<file path="src/rtl/dma_bus_arbiter_pkg.sv">
// dma_bus_arbiter_pkg
// Shared definitions for the CPU/DMA memory bus arbiter.
//   ARB_WORD_SIZE : data/counter width shared by the CPU, the DMA and the arbiter
//   arb_state_e   : arbiter FSM state encoding
package dma_bus_arbiter_pkg;

    localparam int ARB_WORD_SIZE = 16;

    typedef enum logic [2:0] {
        ARB_IDLE     = 3'd0,
        ARB_WAIT_CPU = 3'd1,
        ARB_GRANT    = 3'd2,
        ARB_RELEASE  = 3'd3,
        ARB_HOLDOFF  = 3'd4
    } arb_state_e;

endpackage

</file>
<file path="src/rtl/arb_holdoff_timer.sv">
// arb_holdoff_timer
// Loadable down-counter with a zero flag. Counting stops at zero.
// Ports:
//   clk_i      : clock
//   rst_n_i    : asynchronous active-low reset
//   load_i     : load load_val_i (takes priority over dec_i)
//   load_val_i : value to load
//   dec_i      : decrement by one (no effect at zero)
//   zero_o     : counter is zero
module arb_holdoff_timer #(
    parameter int WIDTH = 16
) (
    input  logic             clk_i,
    input  logic             rst_n_i,
    input  logic             load_i,
    input  logic [WIDTH-1:0] load_val_i,
    input  logic             dec_i,
    output logic             zero_o
);

    logic [WIDTH-1:0] count_q, count_d;

    always_comb begin
        count_d = count_q;
        if (load_i) begin
            count_d = load_val_i;
        end else if (dec_i && (count_q != '0)) begin
            count_d = count_q - 1'b1;
        end
    end

    always_ff @(posedge clk_i or negedge rst_n_i) begin
        if (!rst_n_i) begin
            count_q <= '0;
        end else begin
            count_q <= count_d;
        end
    end

    assign zero_o = (count_q == '0);

endmodule

</file>
<file path="src/rtl/dma_bus_arbiter.sv">
// dma_bus_arbiter
// Arbitrates the shared memory bus between the CPU and the DMA engine:
// issues the DMA start pulse, grants the bus on BR once the CPU has no
// access in flight, reports completion, and keeps a minimum CPU ownership
// gap after each grant.
//
// Optional feature: define ARB_WATCHDOG_EN to limit a grant to MAX_GRANT
// cycles; an overrun forces release, sets the sticky bus_error and blocks
// further grants until reset. Without it bus_error is always 0.
//
// Ports:
//   CLK          : system clock
//   reset_n      : asynchronous active-low reset
//   dma_start    : CPU request to start a DMA transfer (level)
//   cpu_mem_busy : CPU memory access outstanding this cycle
//   BR           : bus request from DMA
//   cmd          : one-cycle DMA start pulse
//   BG           : bus grant to DMA (registered)
//   cpu_stall    : CPU must not start a new memory access
//   dma_done     : one-cycle completion pulse
//   xfer_count   : grant cycles of the last/current transfer (saturating)
//   bus_error    : sticky watchdog error
//
// state        | meaning
// ARB_IDLE     | CPU owns the bus; may issue cmd or accept BR
// ARB_WAIT_CPU | BR pending, waiting for the CPU access to finish
// ARB_GRANT    | DMA owns the bus, BG=1, counting grant cycles
// ARB_RELEASE  | grant removed, dma_done pulse
// ARB_HOLDOFF  | guaranteed CPU ownership window, BR ignored
module dma_bus_arbiter
    import dma_bus_arbiter_pkg::*;
#(
    parameter int WORD_SIZE   = ARB_WORD_SIZE,
    parameter int MIN_CPU_GAP = 2,
    parameter int MAX_GRANT   = 16
) (
    input  logic                 CLK,
    input  logic                 reset_n,
    input  logic                 dma_start,
    input  logic                 cpu_mem_busy,
    input  logic                 BR,
    output logic                 cmd,
    output logic                 BG,
    output logic                 cpu_stall,
    output logic                 dma_done,
    output logic [WORD_SIZE-1:0] xfer_count,
    output logic                 bus_error
);

    // Timer is loaded with GAP-1 so that its zero flag marks the last
    // holdoff cycle; HOLDOFF then lasts exactly MIN_CPU_GAP cycles.
    localparam logic [WORD_SIZE-1:0] GAP_LOAD =
        (MIN_CPU_GAP > 0) ? WORD_SIZE'(MIN_CPU_GAP - 1) : '0;

    arb_state_e           state_q, state_d;
    logic                 cmd_q, cmd_d;
    logic                 bg_q, bg_d;
    logic                 done_q, done_d;
    logic                 start_spent_q, start_spent_d;
    logic [WORD_SIZE-1:0] xfer_count_q, xfer_count_d;
    logic                 bus_error_q, bus_error_d;
    logic                 br_eff;
    logic                 wd_trip;
    logic                 gap_load, gap_dec, gap_zero;

`ifdef ARB_WATCHDOG_EN
    localparam logic [WORD_SIZE-1:0] GRANT_LAST = WORD_SIZE'(MAX_GRANT - 1);

    // Trip on the cycle that would make the grant MAX_GRANT cycles long.
    assign wd_trip = (state_q == ARB_GRANT) && BR && (xfer_count_q == GRANT_LAST);
    assign br_eff  = BR && !bus_error_q;
`else
    logic [WORD_SIZE-1:0] unused_max_grant;
    assign unused_max_grant = WORD_SIZE'(MAX_GRANT);
    assign wd_trip = 1'b0;
    assign br_eff  = BR;
`endif

    arb_holdoff_timer #(
        .WIDTH (WORD_SIZE)
    ) u_holdoff_timer (
        .clk_i      (CLK),
        .rst_n_i    (reset_n),
        .load_i     (gap_load),
        .load_val_i (GAP_LOAD),
        .dec_i      (gap_dec),
        .zero_o     (gap_zero)
    );

    always_comb begin
        state_d      = state_q;
        cmd_d        = 1'b0;
        xfer_count_d = xfer_count_q;
        bus_error_d  = bus_error_q;
        gap_load     = 1'b0;
        gap_dec      = 1'b0;
        // One start pulse per IDLE visit: re-armed by leaving IDLE.
        start_spent_d = (state_q == ARB_IDLE) ? start_spent_q : 1'b0;

        case (state_q)
            ARB_IDLE: begin
                if (br_eff) begin
                    state_d = cpu_mem_busy ? ARB_WAIT_CPU : ARB_GRANT;
                end else if (dma_start && !start_spent_q) begin
                    cmd_d         = 1'b1;
                    start_spent_d = 1'b1;
                end
            end
            ARB_WAIT_CPU: begin
                if (!BR) begin
                    state_d = ARB_IDLE;
                end else if (!cpu_mem_busy) begin
                    state_d = ARB_GRANT;
                end
            end
            ARB_GRANT: begin
                xfer_count_d = (xfer_count_q == '1) ? xfer_count_q : xfer_count_q + 1'b1;
                if (!BR) begin
                    state_d = ARB_RELEASE;
                end else if (wd_trip) begin
                    state_d     = ARB_RELEASE;
                    bus_error_d = 1'b1;
                end
            end
            ARB_RELEASE: begin
                if (MIN_CPU_GAP > 0) begin
                    state_d  = ARB_HOLDOFF;
                    gap_load = 1'b1;
                end else begin
                    state_d = ARB_IDLE;
                end
            end
            ARB_HOLDOFF: begin
                if (gap_zero) begin
                    state_d = ARB_IDLE;
                end else begin
                    gap_dec = 1'b1;
                end
            end
            default: begin
                state_d = ARB_IDLE;
            end
        endcase

        if ((state_d == ARB_GRANT) && (state_q != ARB_GRANT)) begin
            xfer_count_d = '0;
        end

        bg_d   = (state_d == ARB_GRANT);
        // A watchdog-forced release is not a completion.
        done_d = (state_d == ARB_RELEASE) && !bus_error_d;
    end

    always_ff @(posedge CLK or negedge reset_n) begin
        if (!reset_n) begin
            state_q       <= ARB_IDLE;
            cmd_q         <= 1'b0;
            bg_q          <= 1'b0;
            done_q        <= 1'b0;
            start_spent_q <= 1'b0;
            xfer_count_q  <= '0;
            bus_error_q   <= 1'b0;
        end else begin
            state_q       <= state_d;
            cmd_q         <= cmd_d;
            bg_q          <= bg_d;
            done_q        <= done_d;
            start_spent_q <= start_spent_d;
            xfer_count_q  <= xfer_count_d;
            bus_error_q   <= bus_error_d;
        end
    end

    assign cmd        = cmd_q;
    assign BG         = bg_q;
    assign dma_done   = done_q;
    assign xfer_count = xfer_count_q;
    assign bus_error  = bus_error_q;
    // Combinational so the CPU is held off in the very cycle BR is first seen.
    assign cpu_stall  = (state_q == ARB_WAIT_CPU) || (state_q == ARB_GRANT) ||
                        ((state_q == ARB_IDLE) && br_eff);

endmodule

</file>
<file path="config.mk">
export PLATFORM = sky130hd
export DESIGN_NAME = dma_bus_arbiter
export DESIGN_NICKNAME = d
export VERILOG_FILES = /design/src/rtl/dma_bus_arbiter_pkg.sv /design/src/rtl/arb_holdoff_timer.sv /design/src/rtl/dma_bus_arbiter.sv
export SDC_FILE = /design/constraint.sdc
export NUM_CORES = 1
export LEC_CHECK = 0
export BUFFER_PORTS_ARGS = -buffer_cell sky130_fd_sc_hd__buf_2
export CAP_MARGIN = 20
export CORE_MARGIN = 2
export CORE_UTILIZATION = 55
export DETAILED_ROUTE_END_ITERATION = 12
export PLACE_DENSITY = 0.85
export SLEW_MARGIN = 40
export SYNTH_ARGS = -nofsm -noshare
export SYNTH_HDL_FRONTEND = slang
export SYNTH_SLANG_ARGS = --single-unit
export TNS_END_PERCENT = 50
</file>
<file path="constraint.sdc">
create_clock -name CLK -period 2.25 [get_ports CLK]
set_input_delay 0.225 -clock CLK [delete_from_list [all_inputs] [get_ports CLK]]
set_output_delay 0.225 -clock CLK [all_outputs]
set_load 0.1 [all_outputs]
</file>
; ---- Word-level counts from Yosys, hierarchy flattened
; Cells that the tools add are included.
[classes]
add_sub_neg = 2
n_eq_ne = 9
muxes = 22
n_reduce_logical = 13
[ops]
columns = operator, count
row1 = 2-to-1 mux 16 bit, 5
row2 = adder 16 x 1 -> 16 bit (second input constant), 1
row3 = equality test 16 bit (second input constant), 1
row4 = logical NOT 16 bit, 1
row5 = nonzero test 16 bit, 1
row6 = subtractor 16 x 1 -> 16 bit (second input constant), 1
row7 = 2-to-1 mux 3 bit, 5
row8 = case mux 3 bit (5 select lines), 1
row9 = equality test 3 x 2 -> 1 bit (second input constant), 4
row10 = 2-to-1 mux 1 bit, 10
row11 = logical AND 1 bit, 4
row12 = nonzero test 2 bit, 2
row13 = equality test 3 x 1 -> 1 bit (second input constant), 1
row14 = equality test 3 bit (second input constant), 1
row15 = logical NOT 3 bit, 1
row16 = != test 3 x 2 -> 1 bit (second input constant), 1
row17 = logical OR 1 bit, 2
row18 = 2-to-1 mux 2 bit, 1
row19 = != test 2 x 1 -> 1 bit (second input constant), 1
row20 = AND reduction 2 bit, 1
row21 = logical NOT 1 bit, 1
[word_totals]
register_bits = 39
in_bits = 5
output_inout_bits = 21
wordCells = 53

; ---- Longest topological paths before layout
; Gate-level depths: netlist (run 1).
[logic_depth]
word_depth = 7
ltp_mapped = 7
ltp_nobuf = 6

; ---- Modules after synthesis
; A second synthesis (run 1) with hierarchy kept.
[unflattened]
cells_unflattened = 252
area_unflattened_um2 = 2272.2
[by_module_without_submodules]
columns = module, instances, cells_each, area_each_um2, seq_area_each_um2
row1 = dma_bus_arbiter, 1, 128, 1208.7, 575.6
row2 = arb_holdoff_timer, 1, 124, 1063.5, 400.4

; ---- Worst setup path before layout (run 1)
; OpenSTA, ideal clock, no wires.
[synth_path]
kind = reg-to-output
from = reg state_q[1]
to = out cpu_stall
t_arrival_ns = 2.968
t_required_ns = 2.025
path_slack_ns = -0.943
stages_incl_launch_ff = 4
path_buffers = 1
cell_sequence = dfrtp_1 -> clkbuf_1 -> nor3_1 -> a211oi_1
[synth_via]
elab_chain_len = 3
word_cells_on_any_way = 6
cone_classes = 2 x eq/ne / 4 x reduce/logical
[synth_rtl]
columns = item, line
row1 = start: declaration, dma_bus_arbiter.sv:55  ; arb_state_e state_q, state_d;
row2 = start signal: assignment, dma_bus_arbiter.sv:164  ; state_q <= state_d;
row3 = equality test 3 x 1 -> 1 bit (tied with other cells), dma_bus_arbiter.sv:180  ; assign cpu_stall = (state_q == ARB_WAIT_CPU) || (state_q == ARB_GRANT) ||
row4 = logical OR 1 bit or logical AND 1 bit (tied branches), "dma_bus_arbiter.sv:180, dma_bus_arbiter.sv:181"
row5 = logical OR 1 bit (*), dma_bus_arbiter.sv:180
row6 = end: declaration, dma_bus_arbiter.sv:44  ; output logic cpu_stall,
; Every way passes the cells marked *; elsewhere a longest branch is shown, timed or not.

; ---- Worst setup path in the final report (run 1)
[layout_path]
from = reg xfer_count_q[0], in the netlist xfer_count[0]
to = reg xfer_count_q[2], in the netlist xfer_count[2]
[layout_via]
elab_chain_len = 4
word_cells_on_any_way = 7
cone_classes = 1 x add/sub / 2 x eq/ne / 3 x mux / 1 x reduce/logical
[layout_rtl]
columns = item, line
row1 = start: declaration, dma_bus_arbiter.sv:60  ; logic [WORD_SIZE-1:0] xfer_count_q, xfer_count_d;
row2 = start signal: assignment, dma_bus_arbiter.sv:169  ; xfer_count_q <= xfer_count_d;
row3 = adder 16 x 1 -> 16 bit, dma_bus_arbiter.sv:117  ; xfer_count_d = (xfer_count_q == '1) ? xfer_count_q : xfer_count_q + 1'b1;
row4 = 2-to-1 mux 16 bit, dma_bus_arbiter.sv:117
row5 = 2-to-1 mux 16 bit, dma_bus_arbiter.sv:100  ; case (state_q)
row6 = 2-to-1 mux 16 bit, dma_bus_arbiter.sv:145  ; if ((state_d == ARB_GRANT) && (state_q != ARB_GRANT)) begin
; Parallel ways exist; a longest one is shown, timed or not. The select of a mux whose other input is x is not followed.
; A chain may end at the register's enable or synchronous reset.

==> results of run 1 <==
==> metrics by stage <==
step	setup TNS, ns	hold WS, ns	cells	setup slack (ns)	util, %
3_3_place_gp	0	0.390	296	0.370	63.5
6_report	0	0.192	305	0.276	66.0
5_1_grt	0	0.181	305	0.146	66.0
3_5_place_dp	0	0.224	296	0.303	63.6
4_1_cts	0	0.179	305	0.287	66.0
2_1_floorplan	-0.00623	-0.0706	227	-0.00623	-
==> synth_stat cells, drive strengths merged, types with 3 or more instances <==
library cell,instances
nand4b,3
clkbuf,4
or2,4
nor4,6
nor3,5
nand2,33
mux2i,21
a211oi,3
inv,7
or4,6
o31ai,6
o211ai,3
nor2,14
buf,5
nand4,7
nand3,10
dfrtp,39
or3,4
nand3b,3
o21ai,9
nor3b,5
a21oi,12
==> logic make-up (layout without fill, tap and decap cells) <==
logic type                 Yosys count  count (layout)
AOI/OAI and AO/OA                   39              39
other                                1               1
adders and majority gates            2               2
muxes                               21              21
buffers and inverters               16              46
DFF                                 39              39
and+or+nand+nor                    109             109
==> sequential cells by signal, indices dropped and copies added (netlist names) <==
register and count:
u_holdoff_timer.count_q 16, xfer_count 16, state_q 3, BG 1
cmd 1, dma_done 1, start_spent_q 1
==> power by group <==
group / internal (W) / switching, W
clock: 0.000220 / 0.000224
sequential: 0.000883 / 0.000247
combinational: 0.000480 / 0.00109
==> critical path, cell delays in order (launching register included) <==
cell and delay (ns):
dfrtp_2 0.40, ha_1 0.22, inv_1 0.09, or4_1 0.69, o211ai_1 0.26, mux2i_1 0.23
==> final cells by class <==
| class | instances | area share, % |
|---|---|---|
| inverters | 7 | 1.06 |
| clock buffers | 8 | 3.24 |
| flip-flops and latches | 39 | 40.0 |
| repair buffers | 31 | 7.19 |
| multi-input cells | 172 | 46.0 |
| well taps | 48 | 2.43 |
==> what timing repair did <==
| item | CTS | global route |
|---|---|---|
| endpoints found under the setup margin | 0 | 0 |
| gates resized for setup | 0 | 0 |
| endpoints found under the hold margin | 39 | 0 |
| hold buffers | 1 | 0 |
==> path summary, 6_finish.rpt <==
| kind | to | cells past startpoint | slack (ns) | from |
|---|---|---|---|---|
| setup / recovery | xfer_count[2] | 5 | 0.28 | xfer_count[0] |
| hold / removal | dma_done | 2 | 0.19 | BR |
| setup reg to reg | xfer_count[2] | 5 | 0.28 | xfer_count[0] |
| hold reg to reg | u_holdoff_timer.count_q[13] | 1 | 0.51 | u_holdoff_timer.count_q[13] |
| max in group asynchronous | xfer_count[5] | 2 | 1.44 | reset_n |
| min in group asynchronous | u_holdoff_timer.count_q[13] | 2 | 0.44 | reset_n |
==> layer usage <==
metal  share of wire (%)  global-route usage (%)  wire length [µm]  vias up
met1                  49                    31.8              2230      869
met5                   0                       0                 0        -
met3                 3.9                    4.39               179        8
li1                    -                       -                 -      901
met2                  45                    33.5              2050       36
met4                 1.7                    8.42                79        0
==> results.json, run 1 <==
{
  "status": "finished clean",
  "grt_max_degree": 40,
  "yosys-top-cells-area": "dfrtp_1 45%, mux2i_1 9.6%, nand2_1 5.7%",
  "syn-num-nets": 234,
  "antenna_left": 0,
  "cts_tree": "yes",
  "fp.dieW_um": 67.0,
  "synth_cells": 227,
  "crit_type": "reg2reg",
  "area_growth_pct": 13.3,
  "cts_made_buffers": 5,
  "fmax_mhz": 506,
  "drc": 0,
  "cp.required_ns": 2.45,
  "muxShareOfSynthArea_pct": 9.64,
  "drt_iter0_markers": 127,
  "initial_core_util_pct": 58.2,
  "synth_compound_area_share_pct": 11.8,
  "finalCriticalPeriod_ns": 1.97,
  "routedWlPerCell_um": 14.9,
  "drive_above_1_share_pct": 23.0,
  "regArea_um2": 988,
  "cts-root-buf": "clkbuf_8",
  "postPlaceCellArea_um2": 2380,
  "cts_setup_buffers": 0,
  "grt_pass1_wl_mm": 7.57,
  "io_pins": 26,
  "endpoint_kind": "flip-flop",
  "multiInputGateArea_um2": 1140,
  "synthSimpleGateAreaFrac_pct": 29.2,
  "synthArstFlopShare_pct": 100,
  "layout_common_cells": "33 x nand2_1, 29 x dfrtp_1, 23 x buf_2",
  "nNetsFinal": 263,
  "via_per_inst": 5.95,
  "via_count": 1814,
  "antenna_cells": 0,
  "arrival_ns": 2.18,
  "clk_pin_slew_ns": 0.07,
  "antenna_found_initial": 0,
  "ys_ff_latch": 39,
  "final_common_cell": "nand2_1",
  "power_leakage_nw": 1.18,
  "yosysTopAreaCell": "dfrtp_1",
  "drv_cap": 0,
  "num_rows": 22,
  "design.core.area_um2": 3740,
  "grt_pass1_vias": 1604,
  "final-hold-violation-count": 0,
  "dr.pass1.iters": 4,
  "synth_cell_type_count": 43,
  "dieArea_um2": 4480,
  "slew_violations": 0,
  "path_max_fanout": 8,
  "vdd_drop_max_mv": 1.11,
  "power.density_nw_per_um2": 1270,
  "num-fill-cells": 326,
  "skew_ns": 0.00466,
  "cts_buffer_depth": 2,
  "yosysSeqAreaShare_pct": 44.8,
  "clock-sinks": 39,
  "cp-start-kind": "flip-flop",
  "grt.total_usage_pct": 22.3,
  "fp.dieH_um": 67.0,
  "syn_area_um2": 2180,
  "synth_fa_ha_area_share_pct": 1.15,
  "synth_top_family_by_area": "simple AND/OR/NAND/NOR gates",
  "power_w": 0.00314,
  "ys_warn_count": 0,
  "overflow": 0,
  "dp_hpwl_mm": 3.31,
  "routed_wl_mm": 4.54,
  "synth.avg_cell_area_um2": 9.60,
  "setup_viol": 0,
  "synth-xor-area-share_pct": 0,
  "fin_crit_sh_pct": 87.8,
  "rsz0062_at_grt": "false",
  "ys.flop_type": "dfrtp_1",
  "clk_latency_ns": 0.29,
  "h-tree-depth": 2,
  "port_buffers": 24,
  "yosysTopAreaCellShare_pct": 44.8,
  "synth_edf_count": 0,
  "place_congestion": 0.849,
  "final_cell_area_um2": 2470,
  "min_path_type": "in2reg"
}
(Power assumes the default switching activity.)
==> inputs of run 2 (changes only) <==
Settings changed: SYNTH_HIERARCHICAL set to 1.
==> results.json, run 2 <==
{
  "skew_ns": 0.00548,
  "port_buffers": 24,
  "synth_edf_count": 0,
  "violations": "negative setup slack",
  "grt_pass1_wl_mm": 8.93,
  "clock-sinks": 39,
  "grt_max_degree": 40,
  "h-tree-depth": 2,
  "grt_pass1_vias": 1965,
  "setup_viol": 7,
  "rsz0062_at_grt": "true",
  "yosys-top-cells-area": "dfrtp_1 43%, nand2_1 4.6%, or4_1 3.6%",
  "grt.total_usage_pct": 26.1,
  "synth_most_common_cell": "dfrtp_1",
  "slew_violations": 0,
  "area_growth_pct": 31.9,
  "fp.dieH_um": 68.3,
  "via_per_inst": 5.98,
  "synth_cell_type_count": 51,
  "final_util_pct": 74.9,
  "syn_area_um2": 2270,
  "design.core.area_um2": 4000,
  "cp.required_ns": 2.47,
  "seq_power_share_pct": 31.4,
  "routedWlPerCell_um": 16.3,
  "synthTopCellsByCount": "39 x dfrtp_1, 28 x nand2_1, 20 x nor2_1, 12 x a21oi_1, 11 x or4_1",
  "p_comb_share_pct": 49.9,
  "drive_above_1_share_pct": 32.4,
  "nNetsFinal": 330,
  "yosysTopAreaCellShare_pct": 43.0,
  "dieArea_um2": 4660,
  "sw_frac_of_total_pct": 44.7,
  "ys_warn_count": 6,
  "fmax_mhz": 417,
  "synth.avg_cell_area_um2": 9.02,
  "power.density_nw_per_um2": 1250,
  "clk_pin_slew_ns": 0.08,
  "cts_made_buffers": 5,
  "cts_tree": "yes",
  "routed_wl_mm": 6.09,
  "synthArstFlopShare_pct": 100,
  "antenna_cells": 0,
  "cts-root-buf": "clkbuf_8",
  "p_sw_w": 0.00168,
  "overflow": 0,
  "drv_cap": 0,
  "clk_latency_ns": 0.30,
  "cts_buffer_depth": 2,
  "place_congestion": 0.855,
  "yosysTopAreaCell": "dfrtp_1",
  "via_count": 2237,
  "arrival_ns": 2.62,
  "num_rows": 23,
  "dr.pass1.iters": 4,
  "final_common_cell": "buf_4",
  "io_pins": 26,
  "path_max_fanout": 7,
  "endpoint_kind": "flip-flop",
  "status": "complete, but fails checks",
  "layout_common_cells": "37 x buf_4, 26 x nand2_1, 25 x dfrtp_1",
  "ys_ff_latch": 39,
  "synth_cells": 252,
  "p_int_w": 0.00207,
  "fin_crit_sh_pct": 106,
  "min_path_type": "in2reg",
  "antenna_found_initial": 0,
  "power_leakage_nw": 1.27,
  "crit_type": "reg2reg",
  "maxSlewHeadroom_pct": 65.4,
  "fp.dieW_um": 68.3,
  "worstMarginPinSlew_ns": 0.518,
  "antenna_left": 0,
  "yosysSeqAreaShare_pct": 43.0,
  "drc": 0,
  "cp-start-kind": "flip-flop",
  "dp_hpwl_mm": 3.79,
  "p_clk_share_pct": 18.7,
  "finalCriticalPeriod_ns": 2.40,
  "power_w": 0.00375,
  "num-fill-cells": 280,
  "drt_iter0_markers": 195,
  "initial_core_util_pct": 56.8,
  "ys.flop_type": "dfrtp_1",
  "setup_ws_ns": -0.145,
  "vdd_drop_max_mv": 1.05,
  "final-hold-violation-count": 0
}
[run 2: logic make-up after synthesis]
kind of cell	count (synthesis)	share of synthesized area, %
simple gates	125	31.1
buf+inv	19	3.85
xor+xnor	2	0.771
compound gates	56	16.8
other cells	2	0.331
mux	7	3.14
fa+ha+maj	2	1.10
flops	39	43.0
[run 2: layout make-up]
class | instances | area [µm²] | area share (%)
inverter | 7 | 26.3 | 0.876
clock buffer | 6 | 72.6 | 2.42
multi-input combinational | 209 | 1380 | 46.0
timing repair buffer | 61 | 403 | 13.4
sequential | 39 | 993 | 33.1
clock inverter | 2 | 60.1 | 2.00
tap | 50 | 62.6 | 2.09
[run 2: metrics by stage]
step / instance area [µm²] / setup TNS [ns] / cells / hold WS (ns) / worst slack, ns
after floorplan: 2410 / -1.10 / 267 / -0.0706 / -0.248
after global placement: 2760 / -0.0472 / 359 / 0.385 / -0.0472
after detailed placement: 2760 / -0.428 / 359 / 0.227 / -0.160
after CTS: 2940 / -0.356 / 371 / 0.129 / -0.111
after global routing: 3000 / -1.90 / 374 / 0.129 / -0.286
final: 3000 / -0.620 / 374 / 0.131 / -0.145
[run 2: final timing paths]
check | slack, ns | start | cells after the start | end
max | -0.15 | u_holdoff_timer/count_q[0] | 10 | u_holdoff_timer/count_q[11]
min | 0.13 | BR | 2 | dma_done
max reg2reg | -0.15 | u_holdoff_timer/count_q[0] | 10 | u_holdoff_timer/count_q[11]
min reg2reg | 0.50 | start_spent_q | 1 | start_spent_q
max in group asynchronous | 1.44 | reset_n | 2 | xfer_count[10]
min in group asynchronous | 0.43 | reset_n | 2 | u_holdoff_timer/count_q[0]
[run 2: power by group through the flow]
stage / clock network, W / logic (W) / registers (W)
floorplan: 0 / 0.000837 / 0.00147
global placement: 0 / 0.00165 / 0.00114
detailed placement: 0 / 0.00170 / 0.00115
CTS: 0.000705 / 0.00174 / 0.00115
global route: 0.000742 / 0.00200 / 0.00121
finish: 0.000702 / 0.00187 / 0.00118
[run 2: per-layer routing]
layer	wire, µm	track usage [%]
met5	0	0
met3	381	6.91
met2	2880	40.4
met1	2630	34.7
met4	210	10.5
[run 2: repair_timing]
action / in CTS / in global routing
hold buffers: 1 / 0
gates resized for setup: 4 / 7
endpoints found under the hold margin: 39 / 0
setup endpoints to repair: 7 / 13
pin swaps: 1 / 9
cloned: 0 / 0
buffers inserted: 3 / 3
[run 2: critical path: stages (launching register included)]
cell and delay [ns]:
dfrtp_1 0.37, inv_2 0.06, ha_4 0.16, nor4b_4 0.13, nand4_1 0.12, inv_2 0.06, nor4b_4 0.29, nor4b_4 0.31
nand2_2 0.15, or4_1 0.49, a31oi_1 0.17
==> inputs of run 3 (changes only) <==
Settings changed: BUFFER_PORTS_ARGS -buffer_cell sky130_fd_sc_hd__buf_2 to -buffer_cell sky130_fd_sc_hd__clkbuf_2.
==> results.json, run 3 (synthesis gave the netlist of run 2 again) <==
{
  "cp-start-kind": "flip-flop",
  "num_rows": 23,
  "reg2reg_to": "u_holdoff_timer/count_q[11]",
  "violations": "negative setup slack",
  "clk_pin_slew_ns": 0.08,
  "io_pins": 26,
  "grt_pass1_vias": 2138,
  "path_max_fanout": 6,
  "final_common_cell": "buf_4",
  "crit_chain": "inv_2 -> ha_4 -> nor4b_4 -> nand4_1 -> inv_2 -> nor4b_4 -> nor4b_4 -> nand2_2 -> or4_4 -> a31oi_1",
  "fp.dieW_um": 68.3,
  "status": "complete, but fails checks",
  "cts_buffer_depth": 2,
  "power_leakage_nw": 1.31,
  "crit_type": "reg2reg",
  "fin_crit_sh_pct": 109,
  "worstMarginPinSlew_ns": 0.634,
  "overflow": 0,
  "cts-root-buf": "clkbuf_8",
  "cts_made_buffers": 5,
  "layout_common_cells": "39 x buf_4, 26 x nand2_1, 25 x dfrtp_1",
  "endpoint": "u_holdoff_timer/count_q[11]",
  "cp_num_cells": 10,
  "worstRegToRegCells": 10,
  "place_congestion": 0.932,
  "skew_ns": 0.00940,
  "worst-path-buf-inv": 2,
  "antenna_left": 0,
  "design.core.area_um2": 4000,
  "reg2reg_slack_ns": -0.19,
  "cpLargestDelayFamily": "simple AND/OR/NAND/NOR gates",
  "clk_latency_ns": 0.30,
  "regArea_um2": 993,
  "finalCriticalPeriod_ns": 2.44,
  "power_w": 0.00379,
  "nNetsFinal": 333,
  "dp_hpwl_mm": 4.05,
  "clock-sinks": 39,
  "antenna_cells": 0,
  "drt_iter0_markers": 272,
  "slew_violations": 0,
  "via_count": 2283,
  "fmax_mhz": 409,
  "grt_max_degree": 34,
  "endpoint_kind": "flip-flop",
  "fp.dieH_um": 68.3,
  "port_buffers": 24,
  "maxSlewHeadroom_pct": 57.4,
  "routed_wl_mm": 6.09,
  "r2r-start": "u_holdoff_timer/count_q[0]",
  "cp.required_ns": 2.46,
  "max_stage_delay_ns": 0.51,
  "min_path_type": "in2reg",
  "routedWlPerCell_um": 16.1,
  "crit_top_cell": "nor4b_4",
  "final_util_pct": 76.5,
  "num-fill-cells": 254,
  "arrival_ns": 2.66,
  "multiInputGateArea_um2": 1420,
  "setup_ws_ns": -0.194,
  "cts_tree": "yes",
  "drc": 0,
  "via_per_inst": 6.06,
  "antenna_found_initial": 0,
  "grt_pass1_wl_mm": 9.65,
  "area_growth_pct": 34.7,
  "critPathLaunch": "u_holdoff_timer/count_q[0]",
  "drv_cap": 0,
  "vdd_drop_max_mv": 1.08,
  "setup_viol": 8,
  "h-tree-depth": 2,
  "drive_above_1_share_pct": 33.9,
  "slowest_stage": "or4_4",
  "initial_core_util_pct": 56.8,
  "power.density_nw_per_um2": 1240,
  "rsz0062_at_grt": "true",
  "dieArea_um2": 4660,
  "min_path_cells": 2,
  "final-hold-violation-count": 0,
  "dr.pass1.iters": 4,
  "grt.total_usage_pct": 28.2
}
## run 3: changes by cell type in the layout (fill, tap and decap cells not counted), moves of 2 or more
| cell | previous run | this run |
|---|---|---|
| or4_4 | 0 | 3 |
| o41ai_4 | 1 | 3 |
| or4_1 | 11 | 8 |
| buf_4 | 37 | 39 |
| buf_2 | 23 | 0 |
| clkbuf_2 | 0 | 23 |
## run 3: cell type report
class	count	area share, %
clock inverter	2	1.96
sequential	39	32.5
inverter	7	0.859
clock buffer	6	2.37
tap	50	2.04
multi-input combinational	209	46.3
timing repair buffer	64	14.0
## run 3: worst min path at each step
stage             from                          end
3_5_place_dp   reset_n  u_holdoff_timer/count_q[13]
4_1_cts        reset_n                xfer_count[7]
6_report            BR                     dma_done
3_3_place_gp   reset_n  u_holdoff_timer/count_q[13]
2_1_floorplan  reset_n                           BG
5_1_grt             BR                     dma_done
## run 3: stage by stage
| step | instances | area [µm²] | hold WS, ns | TNS, ns | setup slack (ns) |
|---|---|---|---|---|---|
| floorplan | 267 | 2410 | -0.0706 | -1.10 | -0.248 |
| global placement | 362 | 2780 | 0.354 | -0.106 | -0.0873 |
| detailed placement | 362 | 2780 | 0.363 | -0.674 | -0.232 |
| CTS | 374 | 2970 | 0.0291 | -0.566 | -0.138 |
| global route | 377 | 3060 | 0.143 | -1.62 | -0.258 |
| finish | 377 | 3060 | 0.142 | -0.819 | -0.194 |
## run 3: where the power goes
part | switching, W | internal, W | total (W) | leakage (nW)
clock | 0.000249 | 0.000443 | 0.000693 | 0.0654
combinational | 0.00121 | 0.000730 | 0.00194 | 0.768
sequential | 0.000232 | 0.000927 | 0.00116 | 0.476
## run 3: metal layers
layer  track usage (%)  wire (µm)  part of all wire, %  up-vias
met5                 0          0                    0        -
met4              15.5        170                  2.8        0
met3              5.26        345                  5.7       19
met2              45.8       3070                   50      106
met1              35.2       2510                   41     1079
li1                  -          -                    -     1079
## run 3: what timing repair did
action / in CTS / in global routing
cloned: 0 / 0
hold endpoints to repair: 0 / 32
pin swaps: 12 / 8
setup buffers: 4 / 2
endpoints found under the setup margin: 8 / 12
hold buffers: 0 / 1
gates resized for setup: 6 / 11
